==> config.mk <==
export PLATFORM = sky130hd
export DESIGN_NAME = iiitb_piso_stream
export DESIGN_NICKNAME = d
export VERILOG_FILES = /design/src/rtl/iiitb_piso_stream.sv
export SDC_FILE = /design/constraint.sdc
export NUM_CORES = 1
export LEC_CHECK = 0
export ABC_AREA = 1
export CORE_AREA = 2 2 44 46
export CTS_CLUSTER_DIAMETER = 40
export DETAILED_ROUTE_END_ITERATION = 8
export DIE_AREA = 0 0 46 48
export PLACE_DENSITY = 0.87
export SLEW_MARGIN = 10
export SYNTH_ARGS = -nofsm -noshare
export SYNTH_HDL_FRONTEND = slang
export SYNTH_SLANG_ARGS = --single-unit
==> constraint.sdc <==
create_clock -name clk -period 3.4 [get_ports clk]
set_input_delay 0.85 -clock clk [delete_from_list [all_inputs] [get_ports clk]]
set_output_delay 0.85 -clock clk [all_outputs]
set_load 0.02 [all_outputs]
==> src/rtl/iiitb_piso_stream.sv <==
// iiitb_piso_stream
//   Parallel-in serial-out shifter with a valid/ready input handshake and
//   framed serial output. It accepts one WIDTH-bit word per handshake and
//   emits it one bit per clock, either LSB-first or MSB-first. A word
//   accepted in the last-bit cycle of the current frame follows it with no
//   idle cycle.
//
//   Optional build macro: IIITB_PISO_PARITY_EN
//     When defined, an even-parity bit (XOR of the accepted word) is
//     appended after the last data bit. The frame is then WIDTH+1 bits long,
//     and frame_end and the gapless-accept window both move to the parity
//     cycle. When undefined, the frame carries the data bits only.
//
// Parameters
//   WIDTH     : parallel word width, 2..64
//   MSB_FIRST : 0 = shift LSB first, 1 = shift MSB first
//
// Ports
//   clk         in   rising-edge clock
//   rst         in   synchronous reset, active-high
//   data_in     in   parallel word, sampled on an accepted handshake
//   in_valid    in   data_in is valid
//   in_ready    out  a word can be accepted this cycle (combinational)
//   ser_out     out  serial data bit, 0 when no frame bit is shown
//   ser_valid   out  ser_out carries a frame bit
//   frame_start out  first bit of a frame
//   frame_end   out  last bit of a frame
//   busy        out  a frame is being shifted (same as ser_valid)
module iiitb_piso_stream #(
    parameter int WIDTH     = 8,
    parameter int MSB_FIRST = 0
) (
    input  logic             clk,
    input  logic             rst,
    input  logic [WIDTH-1:0] data_in,
    input  logic             in_valid,
    output logic             in_ready,
    output logic             ser_out,
    output logic             ser_valid,
    output logic             frame_start,
    output logic             frame_end,
    output logic             busy
);

`ifdef IIITB_PISO_PARITY_EN
    localparam int FRAME_LEN = WIDTH + 1;
`else
    localparam int FRAME_LEN = WIDTH;
`endif
    localparam int CNT_W = $clog2(WIDTH + 2);
    localparam logic [CNT_W-1:0] CNT_LOAD = CNT_W'(FRAME_LEN - 1);
    localparam logic [CNT_W-1:0] CNT_ONE  = CNT_W'(1);

    typedef enum logic {
        IDLE,
        SHIFT
    } state_t;

    state_t           state_q, state_d;
    logic [WIDTH-1:0] shreg_q, shreg_d;
    logic [CNT_W-1:0] cnt_q, cnt_d;
    logic             ser_out_q, ser_out_d;
    logic             ser_valid_q, ser_valid_d;
    logic             frame_start_q, frame_start_d;
    logic             frame_end_q, frame_end_d;
    logic             busy_q;
`ifdef IIITB_PISO_PARITY_EN
    logic             parity_q, parity_d;
`endif

    logic             last_bit;
    logic             accept;

    // Bit that leaves the word next, in the configured shift order.
    function automatic logic head_bit(input logic [WIDTH-1:0] w);
        return (MSB_FIRST != 0) ? w[WIDTH-1] : w[0];
    endfunction

    // The word with its head bit removed. The freed position fills with 0.
    function automatic logic [WIDTH-1:0] drop_head(input logic [WIDTH-1:0] w);
        return (MSB_FIRST != 0) ? (w << 1) : (w >> 1);
    endfunction

    // The counter holds the number of frame bits still to follow the one
    // currently on ser_out, so 0 marks the last-bit cycle.
    assign last_bit = (state_q == SHIFT) && (cnt_q == '0);
    assign in_ready = !rst && ((state_q == IDLE) || last_bit);
    assign accept   = in_valid && in_ready;

    always_comb begin
        state_d       = state_q;
        shreg_d       = shreg_q;
        cnt_d         = cnt_q;
        ser_out_d     = 1'b0;
        ser_valid_d   = 1'b0;
        frame_start_d = 1'b0;
        frame_end_d   = 1'b0;
`ifdef IIITB_PISO_PARITY_EN
        parity_d      = parity_q;
`endif

        if (accept) begin
            // The first bit goes straight to the output register. The shift
            // register keeps only the bits that are still to be sent.
            state_d       = SHIFT;
            cnt_d         = CNT_LOAD;
            ser_out_d     = head_bit(data_in);
            shreg_d       = drop_head(data_in);
            ser_valid_d   = 1'b1;
            frame_start_d = 1'b1;
`ifdef IIITB_PISO_PARITY_EN
            parity_d      = ^data_in;
`endif
        end else if (state_q == SHIFT) begin
            if (last_bit) begin
                state_d = IDLE;
            end else begin
                cnt_d       = cnt_q - CNT_ONE;
                ser_valid_d = 1'b1;
                frame_end_d = (cnt_q == CNT_ONE);
                ser_out_d   = head_bit(shreg_q);
                shreg_d     = drop_head(shreg_q);
`ifdef IIITB_PISO_PARITY_EN
                // With parity, the final cycle sends the stored parity
                // instead of a data bit.
                if (cnt_q == CNT_ONE) begin
                    ser_out_d = parity_q;
                end
`endif
            end
        end
    end

    always_ff @(posedge clk) begin
        if (rst) begin
            state_q       <= IDLE;
            shreg_q       <= '0;
            cnt_q         <= '0;
            ser_out_q     <= 1'b0;
            ser_valid_q   <= 1'b0;
            frame_start_q <= 1'b0;
            frame_end_q   <= 1'b0;
            busy_q        <= 1'b0;
`ifdef IIITB_PISO_PARITY_EN
            parity_q      <= 1'b0;
`endif
        end else begin
            state_q       <= state_d;
            shreg_q       <= shreg_d;
            cnt_q         <= cnt_d;
            ser_out_q     <= ser_out_d;
            ser_valid_q   <= ser_valid_d;
            frame_start_q <= frame_start_d;
            frame_end_q   <= frame_end_d;
            busy_q        <= ser_valid_d;
`ifdef IIITB_PISO_PARITY_EN
            parity_q      <= parity_d;
`endif
        end
    end

    assign ser_out     = ser_out_q;
    assign ser_valid   = ser_valid_q;
    assign frame_start = frame_start_q;
    assign frame_end   = frame_end_q;
    assign busy        = busy_q;

endmodule

==> flow_summary_export.csv <==
group,metric,value,unit
power,clkPwrFrac,24.9,%
timing,timing.final.max_slew_violations,0,
global_routing,grt_antenna_before_repair,0,
detailed_routing,wirelength,1640,µm
clock_network,worst_skew_pair.late_latency,0.29,ns
setup_path,reg2reg_setup_slack,1.94,ns
clock_network,post_cts_hold_buffer_count,0,
power,cellPowerDensity,413,nW/µm²
clock_network,cts_num_sinks,15,
final_layout,syn2layout_area_growth,17.7,%
clock_network,htree_levels,1,
power,net-switching-power,0.000137,W
clock_network,cts_buffers,3,
detailed_routing,antenna_left,0,
final_layout,nNetsFinal,132,
power,pwr-share-seq,47.7,%
power,max-vdd-ir-drop,0.000201,V
clock_network,number_of_buffers_inserted_by_post_cts_setup_repair,0,
timing,unrepaired_setup_endpoints_after_global_routing,"false",
place,port-buffer-count,16,
place,place.detailed.instances,130,
timing,hold_violations,0,
floorplan,dieHeight,48,µm
synthesis,synthDominantAreaCellType,"dfxtp_1",
synthesis,synth_edf_count,0,
floorplan,boundary_pin_count,17,
setup_path,worst_ep_required_time,2.55,ns
timing,tightest_slew,0.511,ns
floorplan,die_width,46,µm
synthesis,synth_area_leaders,"dfxtp_1 (35%), nand2_1 (9.1%), o211ai_2 (7.3%)",
timing,finalWorstPathRequiredPeriod,2.88,ns
final_layout,stdcell_count,134,
final_layout,diodes_inserted,0,
synthesis,post_synth_inst_count,101,
detailed_routing,route.detailed.vias_per_inst,5.31,
setup_path,timing.critical_path.from_type,"input pin",
final_layout,num-fill-cells,155,
place,detailed_place_hpwl,1140,µm
run_status,run_status,"completed",
clock_network,worst_setup_hold_path_clk_slew,0.10,ns
detailed_routing,drt-initial-drc-count,21,
setup_path,path_buf_inv,2,
synthesis,post-synth-top-count-cell,"nand2_1",
clock_network,tritoncts,"done",
detailed_routing,detailroute.via_count,712,
global_routing,grt_pass1_wl,2600,µm
final_layout,drive_gt1_share,18.8,%
synthesis,mappedNetlistNets,115,
place,gp_routability_congestion,0.781,
setup_path,worst_path_dominant_cell_family,"buffers and inverters",
synthesis,synth_area,862,µm²
detailed_routing,per_cell_routed_wire_length,12.3,µm
setup_path,crit_path_end_kind,"output pin",
setup_path,timing_worst_setup_path_type,"in -> out",
clock_network,ctsLongestPathBuffers,2,
clock_network,cts_root_buf,"clkbuf_4",
floorplan,coreArea,1690,µm²
setup_path,timing.critical_path.cells,"clkdlybuf4s50_1, nor2_1, clkdlybuf4s50_1",
timing,max_freq,347,MHz
synthesis,synth.ff_latch_count,15,
setup_path,max_stage_delay,0.61,ns
global_routing,grt_max_degree,19,
floorplan,placementRows,15,
timing,fin_tns_setup,0,ns
floorplan,dieArea,2210,µm²
synthesis,synth_common_cells,"nand2_1 (21), dfxtp_1 (15), inv_1 (13)",
setup_path,critPathSlowestCell,"clkdlybuf4s50_1",
global_routing,first_global_vias,636,
synthesis,netlist.area_leader.share,34.8,%
synthesis,count_of_unique_library_cells_instantiated_by_yosys,26,
detailed_routing,detailedRoute.firstPassIterationCount,4,
power,power.switching_fraction,32.8,%
detailed_routing,remaining_design_rule_violation_count,0,
setup_path,worst_ep_arrival_time,2.03,ns
power,p_comb_share,27.4,%
power,internal-power,0.000282,W
final_layout,ff_latch_area,300,µm²
setup_path,critPathMaxFanout,2,
timing,slew_headroom,65.8,%
run,max_cap_viol_count,0,
final_layout,multiInputGateArea,434,µm²
timing,timing.final.setup_violations,0,
timing,worst_clock_skew,0.0170,ns
synthesis,ys.flop_type,"dfxtp_1",
floorplan,initial_standard_cell_utilization_of_the_core,51.0,%
synthesis,synth-seq-area-share,34.8,%
hold_path,hold_class,"reg -> reg",
power,static-leakage-power,0.480,nW
global_routing,grt_remaining_overflow,0,
synthesis,syn_area_per_cell,8.54,µm²
synthesis,synthArstFlopShare,0,%
timing,layout_worst_path_cycle_share,84.7,%
setup_path,timing.critical_path.mode_cell,"clkdlybuf4s50_1",
synthesis,synth-warning-count,0,
clock_network,cts-resized-gates,0,
global_routing,grt_use_total,16.4,%
## sequential cells by signal, summed over array words and instances (netlist names)
signal,flops
busy,1
cnt_q,4
frame_end,1
frame_start,1
ser_out,1
shreg_q,7
## kinds of logic (layout without fill, tap and decap cells)
logic type	Yosys count	after routing	synth area share (%)
AOI/OAI and AO/OA	13	13	14.5
buffers and inverters	21	37	14.8
adders and majority gates	3	3	4.35
DFF	15	15	34.8
and+or+nand+nor	49	49	31.5
## layout make-up
class / count / share of cell area (%)
inverters: 15 / 5.55
flip-flops and latches: 15 / 29.6
clock inverters: 1 / 0.493
repair buffers: 18 / 17.3
multi-input cells: 65 / 42.8
clock buffers: 3 / 2.22
well taps: 17 / 2.10
## metal layers
| metal | vias up | GRT usage (%) | wire length [µm] |
|---|---|---|---|
| met5 | - | 0 | 0 |
| li1 | 366 | - | - |
| met3 | 5 | 2.26 | 48 |
| met4 | 0 | 6.86 | 26 |
| met1 | 323 | 18.9 | 714 |
| met2 | 18 | 30.3 | 852 |
## path summary, 6_finish.rpt
check / start / endpoint / cells after the start
setup reg to reg: cnt_q[0] / cnt_q[2] / 9
setup / recovery: rst / in_ready / 3
hold / removal: shreg_q[0] / ser_out / 2
hold reg to reg: shreg_q[0] / ser_out / 2
## through the flow
stage	power (W)	hold WS [ns]	utilization [%]	area, µm²	setup slack, ns
after CTS	0.000420	0.498	60.1	1010	0.518
after floorplan	0.000294	0.457	-	862	1.22
after detailed placement	0.000319	0.480	58.4	987	0.518
final	0.000419	0.497	60.1	1010	0.520
after global placement	0.000314	0.471	58.4	987	0.519
after global routing	0.000441	0.519	60.1	1010	0.478
## cells in the final DEF, fill, tap and decap left out, drive strengths merged
| master | Yosys | layout |
|---|---|---|
| nand2 | 23 | 23 |
| clkdlybuf4s50 | 0 | 16 |
| dfxtp | 15 | 15 |
| inv | 14 | 14 |
| nand3 | 13 | 13 |
| nand4 | 8 | 8 |
| o211ai | 7 | 7 |
| nor2 | 5 | 5 |
| a21oi | 4 | 4 |
| ha | 3 | 3 |
| clkbuf | 2 | 3 |
| buf | 4 | 2 |
| clkinv | 1 | 2 |
| a21boi | 1 | 1 |
| o21ai | 1 | 1 |
## power groups by stage
stage                     combinational (W)  clock, W  sequential (W)
final                              0.000115  0.000104        0.000200
after global routing               0.000126  0.000112        0.000202
after CTS                          0.000115  0.000105        0.000200
after detailed placement           0.000115         0        0.000204
after global placement             0.000111         0        0.000203
after floorplan                   0.0000880         0        0.000206
## worst register-to-register path: stages (launching register included)
cell and delay [ns]:
dfxtp_1 0.36, inv_1 0.11, ha_1 0.27, a21boi_4 0.15, buf_4 0.21, nand2_1 0.07
nand2_1 0.06, nand3_1 0.06, nand2_1 0.06, inv_1 0.05
Note: power is estimated with default switching activity, not from simulation.
